<file path="config.mk">
export PLATFORM = sky130hd
export DESIGN_NAME = reset_request_watchdog
export DESIGN_NICKNAME = d
export VERILOG_FILES = /design/src/rtl/reset_request_watchdog.sv
export SDC_FILE = /design/constraint.sdc
export NUM_CORES = 1
export LEC_CHECK = 0
export CAP_MARGIN = 20
export CORE_ASPECT_RATIO = 0.6
export CORE_MARGIN = 3
export CORE_UTILIZATION = 39
export CTS_CLUSTER_SIZE = 30
export DETAILED_ROUTE_END_ITERATION = 16
export PLACE_DENSITY_LB_ADDON = 0.3
export SETUP_SLACK_MARGIN = 0.5
export SYNTH_ARGS = -nofsm -noshare
export SYNTH_HDL_FRONTEND = slang
export SYNTH_SLANG_ARGS = --single-unit
</file>
<file path="constraint.sdc">
create_clock -name clk_i -period 3.4 [get_ports clk_i]
set_clock_uncertainty 0.1 [all_clocks]
set_input_delay 0.85 -clock clk_i [delete_from_list [all_inputs] [get_ports clk_i]]
set_output_delay 0.85 -clock clk_i [all_outputs]
set_load 0.1 [all_outputs]
</file>
<file path="src/rtl/reset_request_watchdog.sv">
// Watchdog that raises a one-cycle reset request on timeout and follows the generated reset to completion.
// Define WDT_WINDOW_EN to build the windowed variant, where a kick below WINDOW_OPEN is a violation.
module reset_request_watchdog #(
    parameter int unsigned TIMEOUT_CYCLES = 1000,
    parameter int unsigned ACK_TIMEOUT    = 8,
    parameter int unsigned WINDOW_OPEN    = 250,
    localparam int unsigned CNT_W         = $clog2(TIMEOUT_CYCLES + 1)
) (
    input  logic             clk_i,
    input  logic             rst_n_i,
    input  logic             enable_i,
    input  logic             kick_i,
    input  logic             rst_n_generated_i,
    output logic             trigger_o,
    output logic             busy_o,
    output logic             ack_error_o,
    output logic [7:0]       expire_cnt_o,
    output logic [CNT_W-1:0] count_o
);

    localparam int unsigned      ACK_W    = $clog2(ACK_TIMEOUT + 1);
    localparam logic [CNT_W-1:0] CNT_LAST = CNT_W'(TIMEOUT_CYCLES - 1);
    localparam logic [ACK_W-1:0] ACK_LAST = ACK_W'(ACK_TIMEOUT - 1);

    if (TIMEOUT_CYCLES < 2 || ACK_TIMEOUT < 1 || WINDOW_OPEN >= TIMEOUT_CYCLES) begin : g_param_check
        $error("reset_request_watchdog: invalid parameter combination");
    end

    typedef enum logic [2:0] {
        DISABLED,
        COUNTING,
        REQUEST,
        WAIT_ASSERT,
        WAIT_RELEASE
    } state_e;

    state_e           state_q, state_d;
    logic [CNT_W-1:0] count_q, count_d;
    logic [ACK_W-1:0] ack_cnt_q, ack_cnt_d;
    logic             ack_error_q, ack_error_d;
    logic [7:0]       expire_q, expire_d;
    logic             trigger_q;
    logic             kick_violation;

`ifdef WDT_WINDOW_EN
    localparam logic [CNT_W-1:0] WIN_OPEN = CNT_W'(WINDOW_OPEN);
    assign kick_violation = kick_i && (count_q < WIN_OPEN);
`else
    assign kick_violation = 1'b0;
`endif

    always_comb begin
        state_d     = state_q;
        count_d     = count_q;
        ack_cnt_d   = ack_cnt_q;
        ack_error_d = ack_error_q;
        expire_d    = expire_q;
        case (state_q)
            DISABLED: begin
                count_d = '0;
                if (enable_i) state_d = COUNTING;
            end
            COUNTING: begin
                // A kick on the last count still restarts; disable has top priority.
                if (!enable_i) begin
                    state_d = DISABLED;
                    count_d = '0;
                end else if (kick_violation) begin
                    state_d = REQUEST;
                end else if (kick_i) begin
                    count_d = '0;
                end else if (count_q == CNT_LAST) begin
                    state_d = REQUEST;
                end else begin
                    count_d = count_q + 1'b1;
                end
            end
            REQUEST: begin
                ack_cnt_d = '0;
                state_d   = WAIT_ASSERT;
            end
            WAIT_ASSERT: begin
                if (!rst_n_generated_i) begin
                    state_d = WAIT_RELEASE;
                end else if (ack_cnt_q == ACK_LAST) begin
                    ack_error_d = 1'b1;
                    state_d     = REQUEST;
                end else begin
                    ack_cnt_d = ack_cnt_q + 1'b1;
                end
            end
            WAIT_RELEASE: begin
                if (rst_n_generated_i) begin
                    count_d = '0;
                    state_d = enable_i ? COUNTING : DISABLED;
                    if (expire_q != 8'hFF) expire_d = expire_q + 8'd1;
                end
            end
            default: state_d = DISABLED;
        endcase
    end

    // trigger is registered from the next state so it is high exactly during REQUEST.
    always_ff @(posedge clk_i) begin
        if (!rst_n_i) begin
            state_q     <= DISABLED;
            count_q     <= '0;
            ack_cnt_q   <= '0;
            ack_error_q <= 1'b0;
            expire_q    <= 8'd0;
            trigger_q   <= 1'b0;
        end else begin
            state_q     <= state_d;
            count_q     <= count_d;
            ack_cnt_q   <= ack_cnt_d;
            ack_error_q <= ack_error_d;
            expire_q    <= expire_d;
            trigger_q   <= (state_d == REQUEST);
        end
    end

    assign trigger_o    = trigger_q;
    assign busy_o       = (state_q == REQUEST) || (state_q == WAIT_ASSERT) || (state_q == WAIT_RELEASE);
    assign ack_error_o  = ack_error_q;
    assign expire_cnt_o = expire_q;
    assign count_o      = count_q;

endmodule
</file>
# Yosys cells after proc, flatten, opt, wreduce, memory -nomap -nowiden
# Index checks and enable logic that the tools add are counted.
totals:
  regBits: 27
  inputBits: 5
  word_cells: 47
classes:
  addsub: 3
  eq_ne: 12
  mux: 17
  n_reduce_logical: 9
ops:
  columns: ["op", "n"]
  rows:
  - ["10-bit two-way mux", 4]
  - ["10-bit one-hot mux with 3 select lines", 1]
  - ["3-bit two-way mux", 7]
  - ["3-bit one-hot mux with 5 select lines", 1]
  - ["3-bit AND reduction", 4]
  - ["10-bit by 1-bit adder with 10-bit output, second input constant", 1]
  - ["10-bit == test, second input constant", 1]
  - ["3-bit by 2-bit == test with 1-bit output, second input constant", 3]
  - ["8-bit by 1-bit adder with 8-bit output, second input constant", 1]
  - ["4-bit two-way mux", 2]
  - ["8-bit != test, second input constant", 1]
  - ["4-bit one-hot mux with 2 select lines", 1]
  - ["2-bit != test, second input constant", 3]
  - ["4-bit by 1-bit adder with 4-bit output, second input constant", 1]
  - ["4-bit by 3-bit == test with 1-bit output, second input constant", 1]
  - ["4-bit != test, second input constant", 1]
  - ["3-bit by 1-bit == test with 1-bit output, second input constant", 1]
  - ["3-bit == test, second input constant", 1]
  - ["3-bit zero test", 1]
  - ["3-bit nonzero test", 1]
  - ["1-bit logical OR", 2]
  - ["2-bit nonzero test", 1]
  - ["1-bit two-way mux", 1]

# Logic depth before layout (Yosys ltp)
# Gate-level depths: netlist (run 1).
depth:
  depth_word: 6
  depth_mapped: 6
  mapped_depth_nobuf: 5

# Least setup slack after synthesis (run 1)
# Ideal clock, no wire load.
synth_timing:
  path_type: "reg2reg"
  start: "reg count_q[0], in the netlist count_o[0]"
  end: "reg count_q[2], in the netlist count_o[2]"
  setup_time_ps: 88
  arrival_ps: 2299
  t_required_ps: 3212
  slack_ps: 913
  stages_incl_launch_ff: 6
  path_buffers: 0
  cell_sequence: "dfxtp_1 ha_1 nand4b_1 nor4_4 nor2_2 a311oi_2"
synth_between:
  elab_chain_cells: 5
synth_lines:
  columns: ["element", "line", "rtl"]
  rows:
  - ["start: declaration", "38", "logic [CNT_W-1:0] count_q, count_d;"]
  - ["start signal: assignment", "114", "count_q <= count_d;"]
  - ["10-bit by 1-bit adder with 10-bit output", "75", "count_d = count_q + 1'b1;"]
  - ["10-bit two-way mux", "72", "end else if (count_q == CNT_LAST) begin"]
  - ["10-bit two-way mux", "70", "end else if (kick_i) begin"]
  - ["10-bit two-way mux", "65", "if (!enable_i) begin"]
  - ["10-bit one-hot mux with 3 select lines", "58", "case (state_q)"]
# Several ways; a longest one is shown, not always the timed one. The select of a mux whose other input is x is not followed.
# A chain may end at the register's enable or synchronous reset.

# Worst setup path in the final report (run 1)
layout_timing:
  start: "in rst_n_generated_i"
  end: "reg expire_q[7], in the netlist expire_cnt_o[7]"
layout_between:
  elab_chain_cells: 1
layout_lines:
  columns: ["element", "line", "rtl"]
  rows:
  - ["start: declaration", "13", "input logic rst_n_generated_i,"]
  - ["3-bit AND reduction (no source line)", null, null]
  - ["end signal: assignment", "117", "expire_q <= expire_d;"]
  - ["end: declaration", "41", "logic [7:0] expire_q, expire_d;"]
# No other way between the ends.

==> results of run 1 <==
[kinds of logic after synthesis]
| kind of cell | Yosys count |
|---|---|
| DFF | 27 |
| muxes | 5 |
| AOI/OAI and AO/OA | 43 |
| buffers and inverters | 14 |
| adders and majority gates | 3 |
| and+or+nand+nor | 72 |
| xor gates and xnor gates | 2 |
[area by class of cell]
cell class	count	area [sq um]
flip-flops and latches	27	541
clock inverters	1	7.51
clock buffers	3	41.3
repair buffers	28	220
inverters	5	18.8
multi-input cells	125	837
well taps	45	56.3
fillers	316	1680
[how the worst max path moves through the flow]
stage	start	endpoint	slack [ns]	cells after the start
3_5_place_dp	rst_n_generated_i	expire_cnt_o[7]	0.60	5
6_report	rst_n_generated_i	expire_cnt_o[7]	0.85	5
3_3_place_gp	enable_i	count_o[2]	0.66	5
4_1_cts	rst_n_generated_i	expire_cnt_o[7]	0.86	5
2_1_floorplan	count_o[0]	count_o[2]	0.91	5
5_1_grt	rst_n_generated_i	expire_cnt_o[7]	0.73	5
[stage by stage]
stage / hold slack (ns) / utilization [%] / cell area [sq um] / std cells / worst slack, ns
CTS: 0.388 / 50.6 / 1720 / 234 / 0.855
global route: 0.436 / 50.6 / 1720 / 234 / 0.733
floorplan: 0.358 / - / 1450 / 166 / 0.913
finish: 0.392 / 50.6 / 1720 / 234 / 0.848
detailed placement: 0.365 / 49.2 / 1670 / 230 / 0.595
global placement: 0.366 / 49.2 / 1670 / 230 / 0.658
[critical path, cell delays in order]
cell and delay, ns:
clkdlybuf4s50_1 0.47, and4bb_2 0.26, o21ai_1 0.32, or4_1 0.61, a21oi_1 0.15
[sequential cells by signal (all words and copies together) (netlist names)]
signal and count:
count_o 10, expire_cnt_o 8, ack_cnt_q 4, trigger_o 1, ack_error_o 1, state_q 3
[power by group]
| part | total [uW] | switching [uW] | internal (uW) |
|---|---|---|---|
| Combinational | 28.3 | 16.3 | 11.9 |
| Clock | 191 | 108 | 83.4 |
| Sequential | 319 | 1.85 | 317 |
| Total | 538 | 126 | 412 |
[Yosys cell counts (2+ instances only)]
library cell   n  share of area, %
nand4_1        5               2.2
mux2i_1        4               2.8
inv_1          5               1.3
o21ai_0        5               1.7
buf_6          2               1.6
ha_1           3               2.6
a31oi_1        4               1.7
nand2_1       11               2.9
nor3_1         4               1.4
a311oi_2       2               2.1
nor3b_1        2               1.0
nand3_1       11               3.8
or4_1          7               3.6
o21a_1         2               1.0
nor2_1         8               2.1
nand2b_1       3               1.3
nand3b_1       4               2.1
or3_1          2              0.86
and3_1         2              0.86
nand4b_1       2               1.2
a21oi_1       16               5.5
dfxtp_1       27                37
and3b_1        2               1.2
clkbuf_1       5               1.3
o31ai_1        6               3.1
[routing by layer]
layer	vias to the layer above	share of wire, %	global-route usage [%]
met5	-	0	0
met4	0	0.78	3.95
met3	4	5.9	4.51
met2	43	47	27.7
met1	654	46	22.2
li1	672	-	-
==> reports/qor.yml, run 1 <==
synthesis:
  synth_top_family_by_area: "simple AND/OR/NAND/NOR gates"
  muxShareOfSynthArea_pct: 3.54
  syn_area_sq_um: 1450
  postSynthAreaPerCell_sq_um: 8.72
  synth_xor_area_share_pct: 1.21
  synthDistinctLibCells: 47
  synth_fa_ha_area_share_pct: 2.59
  synth_seq_cells: 27
  synth_flop_cell: "dfxtp_1"
  syn_inst: 166
  synth_edf_count: 0
  ys_seq_area_share_pct: 37.3
  synth_compound_area_share_pct: 19.4
  synth_fp_nets: 174
  async_flop_share_pct: 0
  yosys.area_share.simple_pct: 31.0
  ys_warn_count: 0
sta:
  rsz0062_at_grt: "no"
  fin_crit_ns: 2.55
  timing.final.max_slew_violations: 0
  tightest_slew_ns: 0.939
  relSlewSlack_pct: 37.0
  setup_viol: 0
  post-route-period-util_pct: 75.1
  hold_viol_final: 0
  clock.fmax_ghz: 0.392
  fin_setup_tns_ns: 0
clock_network:
  root_buffer: "clkbuf_8"
  postCtsSetupBuffers: 0
  cts_hold_buf: 0
  cts_max_level: 1
  tritoncts: "done"
  cts.sinks: 27
  clk_latency_ns: 0.28
  clk_pin_slew_ns: 0.10
  clock_path_buffers: 2
  cts_resized: 0
  cts_buffers: 3
setup_path:
  reg2reg_depth: 4
  start_kind: "input port"
  critPathRequiredTime_ns: 3.52
  reg2reg_slack_ns: 1.28
  endpoint_kind: "flip-flop"
  arrival_ns: 2.67
  criticalPathCategory: "input port to flip-flop"
  reg2reg_from: "state_q[2]"
  crit_fanout: 14
  r2r_end: "expire_cnt_o[7]"
min_path:
  whs_path_depth: 2
  hold_class: "flip-flop to flip-flop"
  hold_end: "ack_cnt_q[1]"
  hp-start: "ack_cnt_q[1]"
route:
  drc: 0
  vias: 1373
  drtPass1Iterations: 4
  vias_per_cell: 5.87
  drt-wirelength-per-cell_um: 15.4
  drt_iter0_markers: 175
  finalWirelength_mm: 3.60
  ant_nets: 0
global_route:
  grt_pass1_vias: 1276
  grt_max_degree: 17
  antenna_found_initial: 0
  overflow: 0
  grt_usage_pct: 16.8
  grt_pass1_wl_mm: 5.98
status:
  outcome: "finished clean"
pwr:
  peakVddDrop_uv: 229
  p_leak_uw: 0.000638
  power_uw: 538
  power.density_nw_per_um2: 312
placed_design:
  numPortBuffers: 25
  gp_congestion: 0.819
  hpwl_mm: 2.72
layout:
  diodes: 0
  area_delta_synth_final_pct: 18.9
  layout_common_cells: "dfxtp_1, buf_4, a21oi_1, nand2_1, nand3_1"
  final_nets: 198
  layout_commonest_cell: "dfxtp_1"
  drive_gt1_share_pct: 19.0
floorplanning:
  ios: 26
  core_area_sq_um: 3400
  die_w_um: 84.7
  die_area_sq_um: 4500
  num_rows: 16
  start_util_pct: 42.5
  die_h_um: 53.2
run:
  maxCapViolCount: 0
Note: power is estimated with default switching activity, not from simulation.
==> run 2: changes to the inputs <==
==> constraint.sdc (replaced) <==
create_clock -name clk_i -period 2.3 [get_ports clk_i]
set_clock_uncertainty 0.1 [all_clocks]
set_input_delay 0.575 -clock clk_i [delete_from_list [all_inputs] [get_ports clk_i]]
set_output_delay 0.575 -clock clk_i [all_outputs]
set_load 0.1 [all_outputs]
==> reports/qor.yml, run 2 (synthesized netlist as in run 1, its figures left out) <==
sta:
  rsz0062_at_grt: "yes"
  fin_crit_ns: 1.78
  relSlewSlack_pct: 78.2
  hold_viol_final: 0
  setup_viol: 0
  tightest_slew_ns: 0.323
  timing.final.max_slew_violations: 0
  post-route-period-util_pct: 77.3
  clock.fmax_ghz: 0.562
layout:
  drive_gt1_share_pct: 41.1
  largest_register_ffs: 10
  final_nets: 216
  area_delta_synth_final_pct: 37.3
  layout_commonest_cell: "buf_4"
  diodes: 0
  layout_common_cells: "buf_4, a21oi_1, nand3_1, dfxtp_4, dfxtp_2"
  fin_area_sq_um: 1990
  nFillCells: 301
  finalNonFillerCells: 252
run:
  maxCapViolCount: 0
floorplanning:
  die_w_um: 84.7
  ios: 26
  core_area_sq_um: 3400
  die_area_sq_um: 4500
  die_h_um: 53.2
  num_rows: 16
  start_util_pct: 42.5
global_route:
  antenna_found_initial: 0
  grt_pass1_vias: 1292
  grt_usage_pct: 16.7
  grt_max_degree: 15
  grt_pass1_wl_mm: 5.95
  overflow: 0
clock_network:
  clk_pin_slew_ns: 0.09
  cts_buffers: 3
  root_buffer: "clkbuf_8"
  clk_latency_ns: 0.28
  cts_max_level: 1
  cts.sinks: 27
  tritoncts: "done"
  clock_path_buffers: 2
  cts_hold_buf: 0
min_path:
  whs_path_depth: 2
  hold_class: "flip-flop to flip-flop"
pwr:
  p_seq_share_pct: 58.4
  p_switching_uw: 183
  peakVddDrop_uv: 243
  power_uw: 785
  p_leak_uw: 0.000761
  intPower_uw: 602
  switching_share_pct: 23.3
  power_frac_clock_pct: 35.5
  power.density_nw_per_um2: 395
  combPwrFrac_pct: 6.1
placed_design:
  gp_congestion: 0.798
  hpwl_mm: 2.62
  dp_cells: 242
  place_area_sq_um: 1840
  numPortBuffers: 25
setup_path:
  endpoint_kind: "output port"
  critPathRequiredTime_ns: 1.62
  start_kind: "flip-flop"
  cp-startpoint: "state_q[1]"
  critPathSlowestCell: "dfxtp_4"
  reg2reg_from: "state_q[2]"
  critPathCapture: "busy_o"
  reg2reg_slack_ns: 0.57
  r2r_end: "count_o[7]"
  crit_path_cell_trace: "nor2_4, nand2_2, nand2_4, buf_12"
  reg2reg_depth: 5
  max_stage_delay_ns: 0.39
  criticalPathCategory: "flip-flop to output port"
  arrival_ns: 1.10
  crit_fanout: 7
route:
  vias_per_cell: 5.71
  ant_nets: 0
  drc: 0
  vias: 1440
  finalWirelength_mm: 3.63
  drtPass1Iterations: 4
  drt-wirelength-per-cell_um: 14.4
  drt_iter0_markers: 114
status:
  outcome: "finished clean"
[run 2: worst max-delay path, delay by kind of cell, from the launching register on]
kind / cells / cell delay [ns]
flops: 1 / 0.39
simple gates: 3 / 0.26
buf+inv: 1 / 0.16
[run 2: how the worst min path moves through the flow]
stage	from	to	slack, ns
floorplan	ack_cnt_q[1]	ack_cnt_q[1]	0.36
global placement	ack_error_o	ack_error_o	0.36
detailed placement	ack_error_o	ack_error_o	0.37
CTS	expire_cnt_o[7]	expire_cnt_o[7]	0.39
global route	expire_cnt_o[7]	expire_cnt_o[7]	0.41
finish	expire_cnt_o[7]	expire_cnt_o[7]	0.39
[run 2: power groups by stage]
| stage | combinational, uW | clock, uW | sequential (uW) |
|---|---|---|---|
| 2_1_floorplan | 24.5 | 0 | 472 |
| 3_3_place_gp | 47.5 | 0 | 471 |
| 3_5_place_dp | 48.2 | 0 | 472 |
| 4_1_cts | 46.4 | 290 | 461 |
| 5_1_grt | 52.2 | 308 | 460 |
| 6_report | 47.9 | 278 | 459 |
[run 2: per-layer routing]
layer | GRT usage [%] | share of wire (%) | up-vias
li1 | - | - | 720
met1 | 21.8 | 48 | 674
met2 | 27.9 | 45 | 42
met3 | 4.82 | 6.0 | 4
met4 | 3.16 | 0.99 | 0
met5 | 0 | 0 | -
[run 2: through the flow]
step	TNS (ns)	util, %	hold slack [ns]	setup WS (ns)
finish	0	58.4	0.391	0.522
global route	0	58.4	0.411	0.481
CTS	0	56.0	0.392	0.421
detailed placement	-0.520	54.1	0.374	-0.0922
global placement	-0.277	54.1	0.356	-0.0545
floorplan	0	-	0.358	0.445
[run 2: cell type report]
class	count	area (sq um)	area share, %
Clock buffer	4	45.0	2.27
Tap cell	45	56.3	2.83
Timing Repair Buffer	46	363	18.3
Sequential cell	27	594	29.9
Multi-Input combinational cell	125	910	45.8
Inverter	5	18.8	0.945
[run 2: repair_timing]
item,in CTS,in global routing
endpoints found under the setup margin,22,10
gates resized for setup,9,15
setup buffers,1,5
hold endpoints to repair,0,0
pin swaps,3,3
==> run 3: changes to the inputs <==
==> constraint.sdc (replaced) <==
create_clock -name clk_i -period 1.7 [get_ports clk_i]
set_clock_uncertainty 0.1 [all_clocks]
set_input_delay 0.425 -clock clk_i [delete_from_list [all_inputs] [get_ports clk_i]]
set_output_delay 0.425 -clock clk_i [all_outputs]
set_load 0.1 [all_outputs]
==> reports/qor.yml, run 3 (synthesized netlist as in run 1, its figures left out) <==
setup_path:
  start_kind: "flip-flop"
  cp-startpoint: "count_o[0]"
  crit_family: "simple AND/OR/NAND/NOR gates"
  critPathSlowestCell: "or4_4"
  crit_fanout: 5
  arrival_ns: 2.00
  max_stage_delay_ns: 0.51
  reg2reg_from: "count_o[0]"
  crit_path_cell_trace: "buf_6, and3_1, nand3_1, or4_4, a21oi_2"
  endpoint_kind: "flip-flop"
  criticalPathCategory: "flip-flop to flip-flop"
  critPathBufInv: 1
  critPathRequiredTime_ns: 1.81
global_route:
  antenna_found_initial: 0
  overflow: 0
  grt_pass1_vias: 1812
  grt_usage_pct: 27.0
  grt_pass1_wl_mm: 9.23
  grt_max_degree: 16
layout:
  final_nets: 268
  layout_common_cells: "buf_6, buf_4, buf_12, dfxtp_4, nand3_1"
  finalNonFillerCells: 304
  largest_register_ffs: 10
  nFillCells: 124
  fin_area_sq_um: 3130
  layout_commonest_cell: "buf_6"
  drive_gt1_share_pct: 69.5
  area_delta_synth_final_pct: 116
  diodes: 0
sta:
  tightest_slew_ns: 0.501
  post-route-period-util_pct: 111
  fin_crit_ns: 1.89
  setup_viol: 14
  setup_slack_ns: -0.189
  clock.fmax_ghz: 0.529
  timing.final.max_slew_violations: 0
  hold_ws_ns: 0.471
  relSlewSlack_pct: 66.3
  rsz0062_at_grt: "yes"
  hold_viol_final: 0
clock_network:
  cts_buffers: 3
  tritoncts: "done"
  cts.sinks: 27
  clock_path_buffers: 2
  root_buffer: "clkbuf_8"
  clk_latency_ns: 0.29
  clk_pin_slew_ns: 0.11
  cts_hold_buf: 0
  cts_max_level: 1
route:
  vias: 1978
  drt_iter0_markers: 223
  drc: 0
  drtPass1Iterations: 5
  vias_per_cell: 6.51
  ant_nets: 0
  drt-wirelength-per-cell_um: 25.4
  finalWirelength_mm: 7.73
status:
  violations: "negative setup slack"
  outcome: "finished with violations"
floorplanning:
  die_h_um: 53.2
  ios: 26
  die_area_sq_um: 4500
  die_w_um: 84.7
  start_util_pct: 42.5
  core_area_sq_um: 3400
  num_rows: 16
pwr:
  power_uw: 1110
  power.density_nw_per_um2: 356
  peakVddDrop_uv: 422
  p_leak_uw: 0.00119
placed_design:
  gp_congestion: 0.905
  hpwl_mm: 3.21
  place_area_sq_um: 2280
  dp_cells: 253
  numPortBuffers: 25
  dp_slack_ns: -0.559
min_path:
  hp-start: "count_o[8]"
  hold_class: "flip-flop to flip-flop"
run:
  maxCapViolCount: 0
## run 3: cell count changes in the layout (fill, tap and decap cells not counted), sizes merged
| cell | delta |
|---|---|
| dlygate4sd2 | +3 |
| clkinv | +1 |
| buf | +52 |
| clkdlybuf4s15 | -2 |
| clkbuf | -2 |
## run 3: power breakdown
part / switching, uW / internal, uW
clock: 232 / 166
combinational: 63.1 / 49.2
sequential: 3.01 / 600
total: 298 / 814
## run 3: per-stage QoR
| stage | util (%) | TNS [ns] |
|---|---|---|
| after floorplan | - | -0.657 |
| after global placement | 66.9 | -8.69 |
| after detailed placement | 66.9 | -9.67 |
| after CTS | 83.7 | -0.0561 |
| after global routing | 91.9 | -1.84 |
| final | 91.9 | -1.37 |
## run 3: timing repair
action                                 in CTS  in global routing
setup endpoints to repair                  48                 48
cloned                                      1                  0
endpoints found under the hold margin       0                  0
resized for setup                          60                 43
pin swaps                                  27                 21
setup buffers                              35                 11
## run 3: layout make-up
cell class              instances  area (sq um)  share of cell area, %
multi-input cells             125          1190                   38.1
clock buffers                   3          41.3                   1.32
repair buffers                 98          1190                   38.0
inverters                       5          18.8                  0.600
flip-flops and latches         27           627                   20.0
clock inverters                 1          5.00                  0.160
well taps                      45          56.3                   1.80
## run 3: worst register-to-register path, stage by stage (launching register included)
cell and delay, ns:
dfxtp_4 0.37, buf_6 0.12, and3_1 0.25, nand3_1 0.26, or4_4 0.51, a21oi_2 0.21
## run 3: metal layers
| layer | share of wire [%] | global-route usage (%) | up-vias | wire [um] |
|---|---|---|---|---|
| met4 | 5.3 | 6.84 | 0 | 410 |
| met3 | 9.9 | 6.53 | 56 | 762 |
| met5 | 0 | 0 | - | 0 |
| met1 | 38 | 33.4 | 931 | 2970 |
| li1 | - | - | 820 | - |
| met2 | 46 | 47.7 | 171 | 3580 |
## run 3: path summary, 6_finish.rpt
| kind | endpoint | slack (ns) | depth (start not counted) |
|---|---|---|---|
| hold reg to reg | count_o[8] | 0.47 | 2 |
| setup / recovery | count_o[9] | -0.19 | 5 |
| hold / removal | count_o[8] | 0.47 | 2 |
| setup reg to reg | count_o[9] | -0.19 | 5 |
